===== config.mk =====
export PLATFORM = sky130hd
export DESIGN_NAME = edge_word_packer
export DESIGN_NICKNAME = d
export VERILOG_FILES = /design/src/rtl/sobel_pkg.sv /design/src/rtl/sync_fifo.sv /design/src/rtl/edge_word_packer.sv
export SDC_FILE = /design/constraint.sdc
export NUM_CORES = 1
export LEC_CHECK = 0
export ABC_CLOCK_PERIOD_IN_PS = 4960
export CAP_MARGIN = 10
export CORE_ASPECT_RATIO = 0.9
export CORE_MARGIN = 10
export CORE_UTILIZATION = 55
export DETAILED_ROUTE_END_ITERATION = 8
export PLACE_DENSITY = 0.79
export SLEW_MARGIN = 20
export SYNTH_ARGS = -nofsm -noshare
export SYNTH_HDL_FRONTEND = slang
export SYNTH_SLANG_ARGS = --single-unit

===== constraint.sdc =====
create_clock -name clk -period 4.96 [get_ports clk]
set_clock_uncertainty 0.2 [all_clocks]
set_input_delay 1.24 -clock clk [delete_from_list [all_inputs] [get_ports clk]]
set_output_delay 1.24 -clock clk [all_outputs]
set_load 0.01 [all_outputs]

===== src/rtl/sobel_pkg.sv =====
// Shared widths, FIFO entry layout and the threshold helper for the edge word packer.
package sobel_pkg;

    localparam int PIX_W   = 8;
    localparam int LANES   = 4;
    localparam int WORD_W  = PIX_W * LANES;
    localparam int ENTRY_W = WORD_W + 2;

    typedef logic [$clog2(LANES)-1:0] lane_t;

    typedef struct packed {
        logic              eof;
        logic              eol;
        logic [WORD_W-1:0] data;
    } entry_t;

    function automatic logic [PIX_W-1:0] suppress(input logic [PIX_W-1:0] pix,
                                                  input logic [PIX_W-1:0] th);
        return (pix >= th) ? pix : {PIX_W{1'b0}};
    endfunction

endpackage


===== src/rtl/sync_fifo.sv =====
// Single-clock FIFO with a registered head that reads as zero while empty.
module sync_fifo #(
    parameter int WIDTH = 34,
    parameter int DEPTH = 4
) (
    input  logic             clk,
    input  logic             rst,
    input  logic             push_i,
    input  logic             pop_i,
    input  logic [WIDTH-1:0] wdata_i,
    output logic [WIDTH-1:0] rdata_o,
    output logic             full_o,
    output logic             empty_o
);

    localparam int AW = (DEPTH > 1) ? $clog2(DEPTH) : 1;
    localparam int CW = $clog2(DEPTH + 1);

    logic [WIDTH-1:0] mem_q [DEPTH];
    logic [AW-1:0]    wr_ptr_q, wr_ptr_d;
    logic [AW-1:0]    rd_ptr_q, rd_ptr_d;
    logic [CW-1:0]    count_q, count_d;
    logic             push_ok_s;
    logic             pop_ok_s;

    assign full_o  = (count_q == CW'(DEPTH));
    assign empty_o = (count_q == {CW{1'b0}});
    // A push into a full FIFO only lands when the head leaves in the same cycle.
    assign pop_ok_s  = pop_i && !empty_o;
    assign push_ok_s = push_i && (!full_o || pop_ok_s);
    assign rdata_o   = empty_o ? {WIDTH{1'b0}} : mem_q[rd_ptr_q];

    // Pointer and occupancy next-state.
    always_comb begin
        wr_ptr_d = wr_ptr_q;
        rd_ptr_d = rd_ptr_q;
        count_d  = count_q;
        if (push_ok_s) begin
            wr_ptr_d = wr_ptr_q + AW'(1);
        end else begin
            wr_ptr_d = wr_ptr_q;
        end
        if (pop_ok_s) begin
            rd_ptr_d = rd_ptr_q + AW'(1);
        end else begin
            rd_ptr_d = rd_ptr_q;
        end
        case ({push_ok_s, pop_ok_s})
            2'b10:   count_d = count_q + CW'(1);
            2'b01:   count_d = count_q - CW'(1);
            default: count_d = count_q;
        endcase
    end

    // Pointer and occupancy registers.
    always_ff @(posedge clk or posedge rst) begin
        if (rst) begin
            wr_ptr_q <= {AW{1'b0}};
            rd_ptr_q <= {AW{1'b0}};
            count_q  <= {CW{1'b0}};
        end else begin
            wr_ptr_q <= wr_ptr_d;
            rd_ptr_q <= rd_ptr_d;
            count_q  <= count_d;
        end
    end

    // Storage array; contents are masked by empty_o, so no reset is needed.
    always_ff @(posedge clk) begin
        if (push_ok_s) begin
            mem_q[wr_ptr_q] <= wdata_i;
        end
    end

endmodule


===== src/rtl/edge_word_packer.sv =====
// Thresholds Sobel gradient beats, packs four per word with row/frame tags,
// and queues the words toward the memory writer; drops are recorded in a sticky flag.
module edge_word_packer
    import sobel_pkg::*;
#(
    parameter int WIDTH      = 128,
    parameter int HEIGHT     = 128,
    parameter int FIFO_DEPTH = 4
) (
    input  logic              clk,
    input  logic              rst,
    input  logic              valid_in,
    input  logic [PIX_W-1:0]  pixel_in,
    input  logic [PIX_W-1:0]  thresh,
    input  logic              out_ready,
    output logic              out_valid,
    output logic [WORD_W-1:0] out_data,
    output logic              out_eol,
    output logic              out_eof,
    output logic              overflow
);

    localparam int COLS = WIDTH - 2;
    localparam int ROWS = HEIGHT - 2;
    localparam int CW   = (COLS > 1) ? $clog2(COLS) : 1;
    localparam int RW   = (ROWS > 1) ? $clog2(ROWS) : 1;

    lane_t             lane_q, lane_d;
    logic [CW-1:0]     col_q, col_d;
    logic [RW-1:0]     row_q, row_d;
    logic [WORD_W-1:0] asm_q, asm_d;
    logic              overflow_q, overflow_d;

    logic [PIX_W-1:0]  pix_s;
    logic [WORD_W-1:0] word_s;
    logic              row_end_s;
    logic              frame_end_s;
    logic              push_s;
    logic              pop_s;
    logic              full_s;
    logic              empty_s;
    entry_t            wr_entry_s;
    entry_t            rd_entry_s;

    // Assembly, framing counters and drop detection.
    always_comb begin
        lane_d      = lane_q;
        col_d       = col_q;
        row_d       = row_q;
        asm_d       = asm_q;
        pix_s       = suppress(pixel_in, thresh);
        word_s      = asm_q | ({{(WORD_W-PIX_W){1'b0}}, pix_s} << {lane_q, 3'b000});
        row_end_s   = (col_q == CW'(COLS - 1));
        frame_end_s = row_end_s && (row_q == RW'(ROWS - 1));
        push_s      = valid_in && ((lane_q == lane_t'(LANES - 1)) || row_end_s);
        if (valid_in) begin
            if (row_end_s) begin
                col_d  = {CW{1'b0}};
                lane_d = {$bits(lane_t){1'b0}};
                row_d  = frame_end_s ? {RW{1'b0}} : row_q + RW'(1);
            end else begin
                col_d  = col_q + CW'(1);
                lane_d = lane_q + lane_t'(1);
                row_d  = row_q;
            end
            // Clearing after each push leaves unfilled tail lanes at zero.
            asm_d = push_s ? {WORD_W{1'b0}} : word_s;
        end else begin
            lane_d = lane_q;
            col_d  = col_q;
            row_d  = row_q;
            asm_d  = asm_q;
        end
        overflow_d = overflow_q | (push_s && full_s && !pop_s);
    end

    // Packer state registers.
    always_ff @(posedge clk or posedge rst) begin
        if (rst) begin
            lane_q     <= {$bits(lane_t){1'b0}};
            col_q      <= {CW{1'b0}};
            row_q      <= {RW{1'b0}};
            asm_q      <= {WORD_W{1'b0}};
            overflow_q <= 1'b0;
        end else begin
            lane_q     <= lane_d;
            col_q      <= col_d;
            row_q      <= row_d;
            asm_q      <= asm_d;
            overflow_q <= overflow_d;
        end
    end

    assign wr_entry_s.eof  = frame_end_s;
    assign wr_entry_s.eol  = row_end_s;
    assign wr_entry_s.data = word_s;
    assign pop_s           = out_valid && out_ready;

    sync_fifo #(
        .WIDTH (ENTRY_W),
        .DEPTH (FIFO_DEPTH)
    ) u_fifo (
        .clk     (clk),
        .rst     (rst),
        .push_i  (push_s),
        .pop_i   (pop_s),
        .wdata_i (wr_entry_s),
        .rdata_o (rd_entry_s),
        .full_o  (full_s),
        .empty_o (empty_s)
    );

    assign out_valid = !empty_s;
    assign out_data  = rd_entry_s.data;
    assign out_eol   = rd_entry_s.eol;
    assign out_eof   = rd_entry_s.eof;
    assign overflow  = overflow_q;

endmodule


==> qor.txt, run 1 <==
Status -> finished, final reports clean
Layout filler cell count -> 1,001
Max clock buf depth -> 2
Sink Count -> 192
Vert. Die Dim -> 136.8 µm
Top Family by Delay on Critical Path -> buffers and inverters
Number of antenna violations at the first check in global routing -> 0
Startpoint types -> register
CTS resizes -> 0
Wirelength per Cell -> 22.03 µm
Slew @ Worst Pin -> 0.9396 ns
Iter 0 DRT Violations -> 357
Final ANT Viol Nets -> 0
Post-Syn Area -> 8342 µm²
Number of synthesized flops with an enable pin -> 136
CTS clock-pin slew for the worst setup and hold paths -> 0.07 ns
Pwr/cell area -> 593.1 nW/µm²
Setup bufs post-CTS -> 0
Vias per inst -> 6.116
Final Critical Period -> 4.091 ns
RSZ-0062 raised after global routing -> no
Main flop type after synthesis -> edfxtp_1
Die width -> 149.8 µm
Final Total Pwr -> 5.800 mW
Max frequency -> 244.4 MHz
I/O Pins -> 56
Avg Inst Size Synth -> 14.90 µm²
Overall global routing resource usage -> 18.56%
Total die area -> 20,500 µm²
Drt total wl -> 18.39 mm
Max_cap viols -> 0
Root buf cell -> clkbuf_16
VDD IR max -> 0.3447 mV
Grt total ovfl -> 0
Core area -> 14,770 µm²
Layout area overhead -> 17.22%
Routed via count -> 5,107
Worst Hold Margin -> 0.2716 ns
DRC viols -> 0
Placer Congestion -> 0.8674
Distinct cells, synth -> 42
Ys Warns -> 0
CTS Hold Buffers Added -> 0
Crit path buf inv count -> 2
Post-synthesis cell count -> 560
Drt pass-1 iters -> 6
Kind of critical path -> reg2out
Leakage -> 3.827 nW
DP Wirelength -> 11.84 mm
Crit path DAT -> 2.65 ns
I/O Buffers -> 55
Relative slew slack -> 36.94%
Initial core utilization -> 56.49%
Fin nets -> 662
CTS buffer count -> 17
Sum of negative setup slack -> 0 ns
Layout cells sized above 1 -> 16.33%
Max FO, Critical Path -> 21
Largest net degree at the start of global routing -> 43
CTS tree -> yes
Final Cycle Share -> 82.49%
Setup Viol. Count Final -> 0
ANT cells -> 0
First-pass GRT wire length -> 28.85 mm
Post-synth net total -> 598
CP cell instances -> buf_12 > mux4_2 > and2_1 > clkdlybuf4s50_1
Post-synth ARST share -> 29.17%
Worst setup EP type -> primary output
Flops & latches, synth -> 192
WP data required -> 3.52 ns
Skew-Pair Late Insertion Delay -> 0.43 ns
Worst min-delay path category -> reg2reg
Row cnt -> 42
Crit path largest cell delay -> 0.75 ns
Hold Fails Final Rpt -> 0
Number of global-route vias before repair -> 5,112
Slowest CP cell -> dfrtp_2
Sequential fraction of the synthesis area -> 65.76%
Slew Limit Fails -> 0
H-tree Lvls -> 4
==> cell families after synthesis <==
kind of cell | count (synthesis) | synth area share [%]
buffers and inverters | 47 | 2.520
flip-flops | 192 | 65.76
adder cells (fa/ha/maj) | 18 | 2.790
AND/OR/NAND/NOR | 135 | 8.220
AO/OA/AOI/OAI | 123 | 10.20
multiplexers | 42 | 10.20
XOR/XNOR | 3 | 0.3150
==> final timing paths <==
kind / cells after the start / start / end / slack [ns]
max: 4 / u_fifo.rd_ptr_q[0]$_DFFE_PP0P_ / out_data[31] / 0.87
min: 1 / u_fifo.rd_ptr_q[1]$_DFFE_PP0P_ / u_fifo.rd_ptr_q[1]$_DFFE_PP0P_ / 0.27
max reg2reg: 9 / col_q[0]$_DFFE_PP0P_ / u_fifo.count_q[1]$_DFFE_PP0P_ / 2.07
min reg2reg: 1 / u_fifo.rd_ptr_q[1]$_DFFE_PP0P_ / u_fifo.rd_ptr_q[1]$_DFFE_PP0P_ / 0.27
max in group asynchronous: 3 / rst / asm_q[0]$_DFFE_PP0P_ / 2.65
min in group asynchronous: 2 / rst / row_q[5]$_DFFE_PP0P_ / 1.14
==> worst reg2reg max path, stage by stage (launching register included) <==
cell     delay (ns)
dfrtp_1        0.42
ha_1           0.27
and3_1         0.23
a21oi_4        0.18
buf_4          0.29
nand3_1        0.14
fa_1           0.53
inv_1          0.05
o31ai_1        0.22
a21bo_2        0.25
==> sequential cells by signal, indices dropped and copies added, names as in the netlist <==
signal / count
lane_q: 2
u_fifo.mem_q: 136
asm_q: 32
u_fifo.wr_ptr_q: 2
u_fifo.count_q: 3
row_q: 7
col_q: 7
u_fifo.rd_ptr_q: 2
overflow: 1
==> metal layers <==
layer | wire [µm] | global-route usage (%)
met5 | 0 | 0
met4 | 284 | 5.232
met3 | 1270 | 5.447
met2 | 9627 | 31.49
met1 | 7208 | 22.73
==> per-stage QoR <==
stage / utilization (%) / instances / worst slack, ns / instance area [µm²]
2_1_floorplan: - / 560 / 1.476 / 8342
3_3_place_gp: 62.13 / 803 / 0.8883 / 9175
3_5_place_dp: 62.13 / 803 / 0.8373 / 9175
4_1_cts: 66.22 / 835 / 0.8007 / 9778
5_1_grt: 66.22 / 835 / 0.7024 / 9778
6_report: 66.22 / 835 / 0.8686 / 9778
==> cell type report <==
type                       instances  area [µm²]  area share (%)
multi-input combinational        321        2654           27.14
sequential                       192        5487           56.11
tap                              198       247.7           2.534
timing repair buffer              71       708.2           7.242
inverter                          21       78.83          0.8061
clock buffer                      21       514.2           5.259
clock inverter                    11       88.84          0.9085
==> report_power, final <==
part,switching (mW),internal (mW),total [mW]
sequential,0.221,2.19,2.41
combinational,1.00,1.05,2.06
clock,0.586,0.752,1.34
total,1.81,3.99,5.80
==> cell usage after synthesis (2+ instances only) <==
| cell | number | area, µm² |
|---|---|---|
| o21ai_0 | 46 | 230.2 |
| nand4_1 | 2 | 12.51 |
| and2_1 | 40 | 250.2 |
| o21ai_1 | 3 | 15.01 |
| a32o_2 | 4 | 45.04 |
| a22o_1 | 3 | 26.28 |
| a21oi_1 | 3 | 15.01 |
| buf_6 | 3 | 33.78 |
| o22ai_1 | 6 | 37.54 |
| mux2i_1 | 4 | 40.04 |
| inv_1 | 21 | 78.83 |
| nand2_1 | 44 | 165.2 |
| a21boi_0 | 4 | 30.03 |
| mux2_2 | 4 | 45.04 |
| a21o_1 | 30 | 225.2 |
| edfxtp_1 | 136 | 4084 |
| a31o_2 | 5 | 43.79 |
| xnor2_1 | 3 | 26.28 |
| and4_1 | 2 | 17.52 |
| nand3_1 | 18 | 90.09 |
| buf_2 | 9 | 45.04 |
| dfrtp_1 | 56 | 1401 |
| nor2b_1 | 5 | 31.28 |
| nor2_1 | 13 | 48.80 |
| a211oi_1 | 3 | 22.52 |
| ha_1 | 17 | 212.7 |
| a21bo_2 | 2 | 20.02 |
| a32oi_2 | 4 | 65.06 |
| mux4_2 | 34 | 765.7 |
| and3_1 | 5 | 31.28 |
| nand2b_1 | 3 | 18.77 |
| a31oi_1 | 5 | 31.28 |
| clkbuf_1 | 14 | 52.55 |
==> cell usage in the layout (no fill, tap or decap), types with 3 or more instances in the layout <==
cell type | netlist | routed
buf_12 | 0 | 3
a22o_1 | 3 | 3
clkinv_4 | 0 | 6
inv_6 | 0 | 3
o21ai_1 | 3 | 3
mux4_2 | 34 | 34
buf_4 | 0 | 13
dfrtp_1 | 56 | 55
and3_1 | 5 | 5
ha_1 | 17 | 17
inv_1 | 21 | 20
a31o_2 | 5 | 5
mux2_2 | 4 | 4
a211oi_1 | 3 | 3
xnor2_1 | 3 | 3
o21ai_0 | 46 | 46
nor2_1 | 13 | 13
and2_1 | 40 | 40
a32oi_2 | 4 | 4
clkbuf_16 | 0 | 20
nor2b_1 | 5 | 5
nand3_1 | 18 | 18
a21boi_0 | 4 | 4
a21oi_1 | 3 | 3
clkdlybuf4s50_1 | 0 | 55
mux2i_1 | 4 | 4
a21o_1 | 30 | 30
nand2b_1 | 3 | 3
nand2_1 | 44 | 44
edfxtp_1 | 136 | 136
a31oi_1 | 5 | 5
a32o_2 | 4 | 4
o22ai_1 | 6 | 6
(Power assumes the default switching activity.)
==> run 2: changes to the inputs <==
--- a/config.mk
+++ b/config.mk
@@ -5,7 +5,7 @@
 export SDC_FILE = /design/constraint.sdc
 export NUM_CORES = 1
 export LEC_CHECK = 0
-export ABC_CLOCK_PERIOD_IN_PS = 4960
+export ABC_CLOCK_PERIOD_IN_PS = 3900
 export CAP_MARGIN = 10
 export CORE_ASPECT_RATIO = 0.9
 export CORE_MARGIN = 10
==> constraint.sdc (replaced) <==
create_clock -name clk -period 3.9 [get_ports clk]
set_clock_uncertainty 0.2 [all_clocks]
set_input_delay 0.975 -clock clk [delete_from_list [all_inputs] [get_ports clk]]
set_output_delay 0.975 -clock clk [all_outputs]
set_load 0.01 [all_outputs]
==> qor.txt, run 2 (same netlist as run 1, synthesis figures left out) <==
Status -> finished, final reports clean
Origin of the critical flop-to-flop path -> col_q[0]$_DFFE_PP0P_
ANT cells -> 0 (unchanged)
Routed via count -> 5,122 (+0.29%)
Initial core utilization -> 56.49% (unchanged)
Vias per inst -> 6.083 (-0.54%)
Startpoint types -> register
Placed cells -> 810 (+0.87%)
WP data required -> 2.72 ns (-0.80 ns)
Max_cap viols -> 0 (unchanged)
Root buf cell -> clkbuf_16
Largest net degree at the start of global routing -> 41 (-4.7%)
Final Critical Period -> 3.484 ns
Kind of critical path -> reg2out
Number of global-route vias before repair -> 5,443 (+6.5%)
Reg2Reg Depth -> 9 (unchanged)
Non-filler cells, final -> 842 (+0.84%)
Overall global routing resource usage -> 19.41% (+0.85 points)
Most frequent cells in the layout -> 136 x edfxtp_1, 55 x dfrtp_1, 55 x clkdlybuf4s50_1
Setup bufs post-CTS -> 0 (unchanged)
Setup Viol. Count Final -> 0 (unchanged)
Final Cycle Share -> 89.34%
Pwr/cell area -> 751.5 nW/µm² (+27%)
Hold path depth -> 1 (unchanged)
Core area -> 14,770 µm² (unchanged)
Vert. Die Dim -> 136.8 µm (unchanged)
Max FFs per register -> 136 (unchanged)
Wirelength per Cell -> 22.61 µm (+2.6%)
Leakage -> 3.834 nW (+0.20%)
Layout area overhead -> 17.58%
I/O Pins -> 56 (unchanged)
Relative slew slack -> 49.51% (+13 points)
Max FO, Critical Path -> 13 (-38%)
Fin nets -> 669 (+1.1%)
Max frequency -> 287.0 MHz
Number of antenna violations at the first check in global routing -> 0 (unchanged)
Sink Count -> 192 (unchanged)
Reg2Reg Capture Point -> u_fifo.count_q[2]$_DFFE_PP0P_
Most flop-heavy register -> u_fifo.mem_q
FF-to-FF setup slack -> 1.16 ns (-0.91 ns)
Layout filler cell count -> 997 (-0.40%)
Worst setup EP type -> primary output
CTS Hold Buffers Added -> 0 (unchanged)
CTS clock-pin slew for the worst setup and hold paths -> 0.06 ns (about the same)
Top Registers -> u_fifo.mem_q (136), asm_q (32)
VDD IR max -> 0.5462 mV (+58%)
Skew-Pair Late Insertion Delay -> 0.43 ns (about the same)
Drt pass-1 iters -> 6 (unchanged)
Sum of negative setup slack -> 0 ns (unchanged)
DP Wirelength -> 12.52 mm (+5.8%)
Final ANT Viol Nets -> 0 (unchanged)
Total die area -> 20,500 µm² (unchanged)
H-tree Lvls -> 4 (unchanged)
DRC viols -> 0 (unchanged)
Max clock buf depth -> 2 (unchanged)
RSZ-0062 raised after global routing -> no
Placer Congestion -> 0.8645 (-0.33%)
Worst Hold Launch -> overflow$_DFF_PP0_
First-pass GRT wire length -> 30.08 mm (+4.3%)
Drt total wl -> 19.04 mm (+3.5%)
I/O Buffers -> 55 (unchanged)
Row cnt -> 42 (unchanged)
Layout cells sized above 1 -> 16.15% (-0.18 points)
Hold Fails Final Rpt -> 0 (unchanged)
CTS buffer count -> 17 (unchanged)
Slew Limit Fails -> 0 (unchanged)
Worst min-delay path category -> reg2reg
Grt total ovfl -> 0 (unchanged)
CTS resizes -> 0 (unchanged)
Iter 0 DRT Violations -> 508 (+42%)
CTS tree -> yes
Crit path DAT -> 2.31 ns (-0.34 ns)
Die width -> 149.8 µm (unchanged)
End of the worst hold path -> overflow$_DFF_PP0_
Slew @ Worst Pin -> 0.7546 ns (-0.1850 ns)
Commonest non-fill, non-tap cell in the layout -> edfxtp_1
Final Core Density -> 66.42% (+0.20 points)
[run 2: cell types whose count changed in the layout (fill, tap and decap cells not counted), sizes merged]
| cell | change |
|---|---|
| bufinv | +2 |
| inv | -2 |
| clkinvlp | +2 |
| clkinv | -2 |
| buf | +7 |
[run 2: layout make-up]
cell class	count	area (µm²)	share of cell area (%)
flip-flops and latches	192	5487	55.94
well taps	198	247.7	2.526
multi-input cells	321	2654	27.06
repair buffers	78	785.8	8.011
clock inverters	11	115.1	1.174
clock buffers	21	440.4	4.490
inverters	21	78.83	0.8037
[run 2: worst max path at each step]
stage / startpoint / endpoint / slack, ns / cells past startpoint
2_1_floorplan: valid_in / u_fifo.mem_q[0][0]$_DFFE_PP_ / 0.68 / 5
3_3_place_gp: pixel_in[0] / u_fifo.mem_q[2][26]$_DFFE_PP_ / 0.29 / 7
3_5_place_dp: pixel_in[0] / u_fifo.mem_q[0][24]$_DFFE_PP_ / 0.24 / 7
4_1_cts: u_fifo.rd_ptr_q[0]$_DFFE_PP0P_ / out_data[25] / 0.36 / 4
5_1_grt: u_fifo.rd_ptr_q[0]$_DFFE_PP0P_ / out_eol / 0.32 / 4
6_report: u_fifo.rd_ptr_q[0]$_DFFE_PP0P_ / out_eol / 0.42 / 4
[run 2: critical path: stages, from the launching register on]
cell and delay (ns):
dfrtp_2 0.39, buf_4 0.28, mux4_2 0.54, and2_1 0.18, clkdlybuf4s50_1 0.48
[run 2: power by group]
group          internal (mW)  switching, mW
combinational           1.36           1.35
sequential              2.78          0.226
clock                  0.938          0.712
total                   5.08           2.29
[run 2: routing by layer]
layer	track usage (%)	wire, µm
met4	7.228	493
met1	22.53	7337
met3	4.688	1200
met5	0	0
met2	34.27	10000
[run 2: metrics by stage]
step                      area [µm²]  power (mW)  setup WS (ns)  hold slack, ns
after global placement          9253       5.641         0.2867          0.2500
after detailed placement        9253       5.781         0.2377          0.2551
after global routing            9808       7.752         0.3206          0.3143
final                           9808       7.371         0.4158          0.2715
after floorplan                 8342       4.655         0.6815          0.2496
after CTS                       9808       7.431         0.3616          0.2768
==> run 3: changes to the inputs <==
--- a/config.mk
+++ b/config.mk
@@ -11,6 +11,7 @@
 export CORE_MARGIN = 10
 export CORE_UTILIZATION = 55
 export DETAILED_ROUTE_END_ITERATION = 8
+export MAX_ROUTING_LAYER = met4
 export PLACE_DENSITY = 0.79
 export SLEW_MARGIN = 20
 export SYNTH_ARGS = -nofsm -noshare
==> qor.txt, run 3 (same netlist as run 1, synthesis figures left out) <==
Status -> finished, final reports clean
CTS buffer count -> 17 (unchanged)
Slew @ Worst Pin -> 0.7524 ns (-0.002150 ns)
Final worst setup slack -> 0.4148 ns (-0.001009 ns)
End of the worst hold path -> overflow$_DFF_PP0_
CTS tree -> yes
Largest net degree at the start of global routing -> 41 (unchanged)
Hold path depth -> 1 (unchanged)
Row cnt -> 42 (unchanged)
Worst setup EP type -> primary output
Setup bufs post-CTS -> 0 (unchanged)
Initial core utilization -> 56.49% (unchanged)
Number of global-route vias before repair -> 5,441 (-0.037%)
Iter 0 DRT Violations -> 408 (-20%)
Pre-CTS setup slack -> 0.2377 ns (unchanged)
Leakage -> 3.834 nW (unchanged)
DRC viols -> 0 (unchanged)
Origin of the critical flop-to-flop path -> col_q[0]$_DFFE_PP0P_
Drt pass-1 iters -> 5 (-1)
Core area -> 14,770 µm² (unchanged)
ANT cells -> 0 (unchanged)
Hold Fails Final Rpt -> 0 (unchanged)
Slew Limit Fails -> 0 (unchanged)
Wirelength per Cell -> 22.61 µm (about the same)
Crit path DAT -> 2.31 ns (about the same)
DP Wirelength -> 12.52 mm (unchanged)
Layout area overhead -> 17.58% (unchanged)
WP data required -> 2.72 ns (about the same)
Top Registers -> u_fifo.mem_q (136), asm_q (32)
Sink Count -> 192 (unchanged)
Max frequency -> 286.9 MHz (about the same)
Fin nets -> 669 (unchanged)
Relative slew slack -> 49.65% (+0.14 points)
I/O Pins -> 56 (unchanged)
Grt total ovfl -> 0 (unchanged)
Worst min-delay path category -> reg2reg
Worst Hold Launch -> overflow$_DFF_PP0_
Kind of critical path -> reg2out
Setup Viol. Count Final -> 0 (unchanged)
Final Cycle Share -> 89.37% (about the same)
Final Critical Period -> 3.485 ns (+0.001009 ns)
Die width -> 149.8 µm (unchanged)
H-tree Lvls -> 4 (unchanged)
Layout cells sized above 1 -> 16.15% (unchanged)
Drt total wl -> 19.04 mm (about the same)
Most flop-heavy register -> u_fifo.mem_q
I/O Buffers -> 55 (unchanged)
Pwr/cell area -> 751.9 nW/µm² (about the same)
FF-to-FF setup slack -> 1.16 ns (about the same)
Most frequent cells in the layout -> 136 x edfxtp_1, 55 x dfrtp_1, 55 x clkdlybuf4s50_1
Final ANT Viol Nets -> 0 (unchanged)
Commonest non-fill, non-tap cell in the layout -> edfxtp_1
Final Total Pwr -> 7.375 mW (about the same)
First-pass GRT wire length -> 30.12 mm (+0.11%)
Max_cap viols -> 0 (unchanged)
Max clock buf depth -> 2 (unchanged)
RSZ-0062 raised after global routing -> no
Overall global routing resource usage -> 20.02% (+0.61 points)
Number of antenna violations at the first check in global routing -> 0 (unchanged)
Placer Congestion -> 0.8784 (+1.6%)
Reg2Reg Capture Point -> u_fifo.count_q[2]$_DFFE_PP0P_
Max FFs per register -> 136 (unchanged)
CTS Hold Buffers Added -> 0 (unchanged)
Reg2Reg Depth -> 9 (unchanged)
Routed via count -> 5,122 (unchanged)
Root buf cell -> clkbuf_16
CTS clock-pin slew for the worst setup and hold paths -> 0.07 ns (about the same)
Sum of negative setup slack -> 0 ns (unchanged)
Vias per inst -> 6.083 (unchanged)
Max FO, Critical Path -> 13 (unchanged)
Vert. Die Dim -> 136.8 µm (unchanged)
CTS resizes -> 0 (unchanged)
Startpoint types -> register
VDD IR max -> 0.5486 mV (+0.43%)
Total die area -> 20,500 µm² (unchanged)
Skew-Pair Late Insertion Delay -> 0.43 ns (about the same)
==> run 3: cell counts in the layout (fill, tap and decap cells not counted) <==
No cell type changed its count.
==> run 3: layout make-up <==
| cell class | count | area [µm²] |
|---|---|---|
| clock buffers | 21 | 440.4 |
| clock inverters | 11 | 115.1 |
| fillers | 997 | 4959 |
| inverters | 21 | 78.83 |
| multi-input cells | 321 | 2654 |
| flip-flops and latches | 192 | 5487 |
| well taps | 198 | 247.7 |
| repair buffers | 78 | 785.8 |
==> run 3: how the worst max path moves through the flow <==
| stage | start | to |
|---|---|---|
| floorplan | valid_in | u_fifo.mem_q[0][0]$_DFFE_PP_ |
| global placement | pixel_in[0] | u_fifo.mem_q[2][26]$_DFFE_PP_ |
| detailed placement | pixel_in[0] | u_fifo.mem_q[0][24]$_DFFE_PP_ |
| CTS | u_fifo.rd_ptr_q[0]$_DFFE_PP0P_ | out_data[25] |
| global route | u_fifo.rd_ptr_q[0]$_DFFE_PP0P_ | out_eol |
| finish | u_fifo.rd_ptr_q[0]$_DFFE_PP0P_ | out_eol |
==> run 3: per-layer routing <==
metal	track usage [%]	vias up	wire length, µm	share of wire (%)
met5	-	-	0	0
li1	-	2272	-	-
met4	7.228	0	462	2.4
met2	34.24	202	10010	53
met1	22.77	2612	7296	38
met3	4.523	36	1271	6.7
==> run 3: per-stage QoR <==
stage	area, µm²	hold slack, ns	util, %	std cells
final	9808	0.2721	66.42	842
after CTS	9808	0.2768	66.42	842
after detailed placement	9253	0.2551	62.66	810
after floorplan	8342	0.2496	-	560
after global routing	9808	0.3143	66.42	842
after global placement	9253	0.2500	62.66	810
==> run 3: where the power goes <==
group	switching (mW)	internal (mW)
Combinational	1.35	1.36
Sequential	0.227	2.78
Clock	0.715	0.938
==> run 3: worst max-delay path: stages (launching register included) <==
cell	delay, ns
dfrtp_2	0.39
buf_4	0.28
mux4_2	0.54
and2_1	0.18
clkdlybuf4s50_1	0.48
==> RTL edit 1 (flow settings as in run 2) <==
Change the parameter `HEIGHT` from 128 to 256.
--- a/src/rtl/edge_word_packer.sv
+++ b/src/rtl/edge_word_packer.sv
@@ -4,7 +4,7 @@
     import sobel_pkg::*;
 #(
     parameter int WIDTH      = 128,
-    parameter int HEIGHT     = 128,
+    parameter int HEIGHT     = 256,
     parameter int FIFO_DEPTH = 4
 ) (
     input  logic              clk,
Formal check against the unedited RTL: no difference found for any inputs over 4 cycles, from zero or initial values and one cycle with rst high; that may be too few to reach the edited logic, so the function may still have changed.
==> RTL edit 1 against run 2 <==
Combinational power fell by 3%; final area rose by 0.14%; worst setup slack got worse by 0.13 ns; wire length rose by 2.4%; sequential cell count rose by 1; sequential share of layout area rose by 0.18 points; largest cell class unchanged; synthesized area fell by 0.55%; total power fell by 1.6%; critical path depth did not move.
==> RTL edit 1: results <==
set metrics [dict create \
    reg2reg_to "asm_q[2]$_DFFE_PP0P_" \
    wl_met2_um 9420 \
    synth_area_per_cell_um2 14.9 \
    final-nonclk-buf-share_pct 8.25 \
    wl_met1_um 7780 \
    crit_path_max_incr_delay_ns 0.62 \
    outcome "finished, final reports clean" \
    n_clock_buffer 24 \
    reg_top3 "u_fifo.mem_q: 136 flops, asm_q: 32 flops, row_q: 8 flops" \
    drive_gt1_share_pct 16.8 \
    place.gp.congestion 0.835 \
    synth_area_leaders "edfxtp_1, dfrtp_1, mux4_2, and2_1, o21ai_0" \
    crit_fanout 34 \
    r2r_cells 7 \
    place_area_mm2 0.00925 \
    vdd_drop_max_mv 0.459 \
    ys_seq_area_share_pct 66.4 \
    clk_share_pct 5.86 \
    r2r-start "col_q[1]$_DFFE_PP0P_" \
    grtUsageTotal_pct 19.9 \
    nMultiInputCombCells 320 \
    tightest_slew_ns 0.704 \
    vias 5172 \
    synth_commonest_cells "edfxtp_1, dfrtp_1, nand2_1, o21ai_0, and2_1" \
    hpwl_um 12200 \
    crit_arrival_ns 2.44 \
    ys_types 48 \
    clkSinkCount 193 \
    sh_seq_area_pct 56.1 \
    grt_pass1_wl_um 30400 \
    rrSetupSlack_ns 1.18 \
    crit_end "out_data[6]" \
    synthArstFlopShare_pct 29.5 \
]
## RTL edit 1: critical path: cells and delay by family (launching register included)
family        cells  cell delay [ns]
buf+inv           2             0.78
flops             1             0.41
mux               1             0.62
simple gates      1             0.20
## RTL edit 1: cell families (layout without fill, tap and decap cells)
group	after synthesis	after routing	share of synthesized area [%]
buffers and inverters	43	131	2.26
flip-flops	193	193	66.4
AO/OA/AOI/OAI	121	121	9.92
AND/OR/NAND/NOR	139	139	8.45
XOR/XNOR	6	6	0.633
multiplexers	36	36	9.50
adder cells (fa/ha/maj)	18	18	2.81
## RTL edit 1: worst min-delay path by stage
| stage | cells after the start | endpoint | startpoint | slack (ns) |
|---|---|---|---|---|
| final | 1 | overflow$_DFF_PP0_ | overflow$_DFF_PP0_ | 0.26 |
| after global routing | 2 | asm_q[5]$_DFFE_PP0P_ | asm_q[5]$_DFFE_PP0P_ | 0.31 |
| after CTS | 1 | overflow$_DFF_PP0_ | overflow$_DFF_PP0_ | 0.27 |
| after detailed placement | 1 | overflow$_DFF_PP0_ | overflow$_DFF_PP0_ | 0.25 |
| after global placement | 1 | overflow$_DFF_PP0_ | overflow$_DFF_PP0_ | 0.25 |
| after floorplan | 2 | asm_q[14]$_DFFE_PP0P_ | asm_q[14]$_DFFE_PP0P_ | 0.25 |
## RTL edit 1: metal layers
layer / global-route usage, % / vias to the layer above
met3: 5.61 / 55
met2: 31.7 / 271
met4: 9.20 / 0
met1: 25.0 / 2593
met5: 0 / -
li1: - / 2253
## RTL edit 1: where the power goes
| group | switching [mW] | total (mW) | internal (mW) |
|---|---|---|---|
| clock network | 0.712 | 1.69 | 0.980 |
| logic | 1.33 | 2.65 | 1.31 |
| registers | 0.210 | 2.91 | 2.70 |
==> RTL edit 2 (settings of run 2) <==
Without the edit above. Put one more register stage on the output `overflow`. The value now appears one clock later. The other outputs are not delayed to match.
--- a/src/rtl/edge_word_packer.sv
+++ b/src/rtl/edge_word_packer.sv
@@ -114,7 +114,9 @@
     assign out_data  = rd_entry_s.data;
     assign out_eol   = rd_entry_s.eol;
     assign out_eof   = rd_entry_s.eof;
-    assign overflow  = overflow_q;
+    always_ff @(posedge clk) begin
+        overflow <= overflow_q;
+    end
 
 endmodule
 
Formal check against the unedited RTL: same outputs for any inputs over 4 cycles, from zero or initial values and one cycle with rst high; that may be too few to reach the edited logic, so the function may still have changed.
==> RTL edit 2 against run 2 <==
Worst hold slack worse by 0.10 ns; wire length down 2.1%; sequential cell count up 1; sequential share of layout area up 0.054 points; final area up 0.27%; global-route usage down 0.28 points; total power up 0.38%; synthesized area up 0.24%; worst setup slack worse by 0.17 ns; non-clock buffer count down 2.
==> RTL edit 2: results <==
set metrics [dict create \
    grtUsageTotal_pct 19.1 \
    synth_top_cell_area_share_pct 48.8 \
    fin_hold_ws_ns 0.169 \
    synth_area_leaders "edfxtp_1, dfrtp_1, mux4_2, and2_1, o21ai_0" \
    nets 668 \
    crit_fanout 31 \
    min_path_cells 0 \
    ys_seq_area_share_pct 65.8 \
    crit_arrival_ns 2.48 \
    r2r_cells 8 \
    drt_wl_total_um 18600 \
    swShare_pct 31.8 \
    place_area_mm2 0.00926 \
    reg2reg_to "u_fifo.count_q[1]$_DFFE_PP0P_" \
    grt_max_degree 46 \
    synth_area_per_cell_um2 14.9 \
    p_leak_nw 3.84 \
    vias_per_cell 6.05 \
    outcome "finished, final reports clean" \
    place.gp.congestion 0.852 \
    tightest_slew_ns 0.678 \
    hpwl_um 11900 \
    drive_gt1_share_pct 16.6 \
    vdd_drop_max_mv 0.465 \
    synthArstFlopShare_pct 29.0 \
]
## RTL edit 2: power groups by stage
stage | Combinational [mW] | Sequential [mW] | Clock [mW]
finish | 2.69 | 3.03 | 1.69
global route | 2.94 | 3.07 | 1.79
CTS | 2.73 | 3.02 | 1.70
detailed placement | 2.72 | 3.06 | 0
global placement | 2.61 | 3.04 | 0
floorplan | 1.70 | 2.97 | 0
## RTL edit 2: how the worst max path moves through the flow
stage                                               from  cells past startpoint                             to  slack [ns]
after floorplan                                 valid_in                      5   u_fifo.mem_q[0][0]$_DFFE_PP_        0.68
after global placement                       pixel_in[0]                      7  u_fifo.mem_q[2][26]$_DFFE_PP_        0.29
after detailed placement                     pixel_in[0]                      7   u_fifo.mem_q[1][5]$_DFFE_PP_        0.25
after CTS                 u_fifo.rd_ptr_q[0]$_DFFE_PP0P_                      4                    out_data[4]        0.19
after global routing      u_fifo.rd_ptr_q[0]$_DFFE_PP0P_                      4                    out_data[4]        0.14
final                     u_fifo.rd_ptr_q[0]$_DFFE_PP0P_                      4                    out_data[4]        0.24
## RTL edit 2: per-stage QoR
stage                     power, mW  setup WS [ns]
after floorplan                4.67          0.681
after global placement         5.65          0.292
after global routing           7.81          0.139
final                          7.40          0.243
after detailed placement       5.78          0.249
after CTS                      7.46          0.189
## RTL edit 2: cells by family (layout without fill, tap and decap cells)
logic type / Yosys count / after routing / synth area share, %
adder cells (fa/ha/maj): 18 / 18 / 2.78
XOR/XNOR: 3 / 3 / 0.314
AO/OA/AOI/OAI: 123 / 123 / 10.2
flip-flops: 193 / 193 / 65.8
multiplexers: 42 / 42 / 10.2
buffers and inverters: 47 / 129 / 2.51
AND/OR/NAND/NOR: 135 / 135 / 8.20
## RTL edit 2: critical path: stages (launching register included)
cell	delay, ns
dfrtp_2	0.49
buf_12	0.30
mux4_2	0.56
and2_1	0.19
clkdlybuf4s50_1	0.48
## RTL edit 2: area by class of cell
type | instances | area (um^2)
fillers | 1015 | 4980
clock buffers | 17 | 425
repair buffers | 76 | 771
multi-input cells | 321 | 2650
well taps | 198 | 248
clock inverters | 15 | 151
flip-flops and latches | 193 | 5510
inverters | 21 | 78.8
## RTL edit 2: layer usage
metal  part of all wire, %  global-route usage (%)  up-vias
met3                   6.1                    4.62       17
met2                    52                    33.5      191
met5                     0                       0        -
li1                      -                       -     2270
met4                   1.3                    5.61        0
met1                    40                    23.1     2611
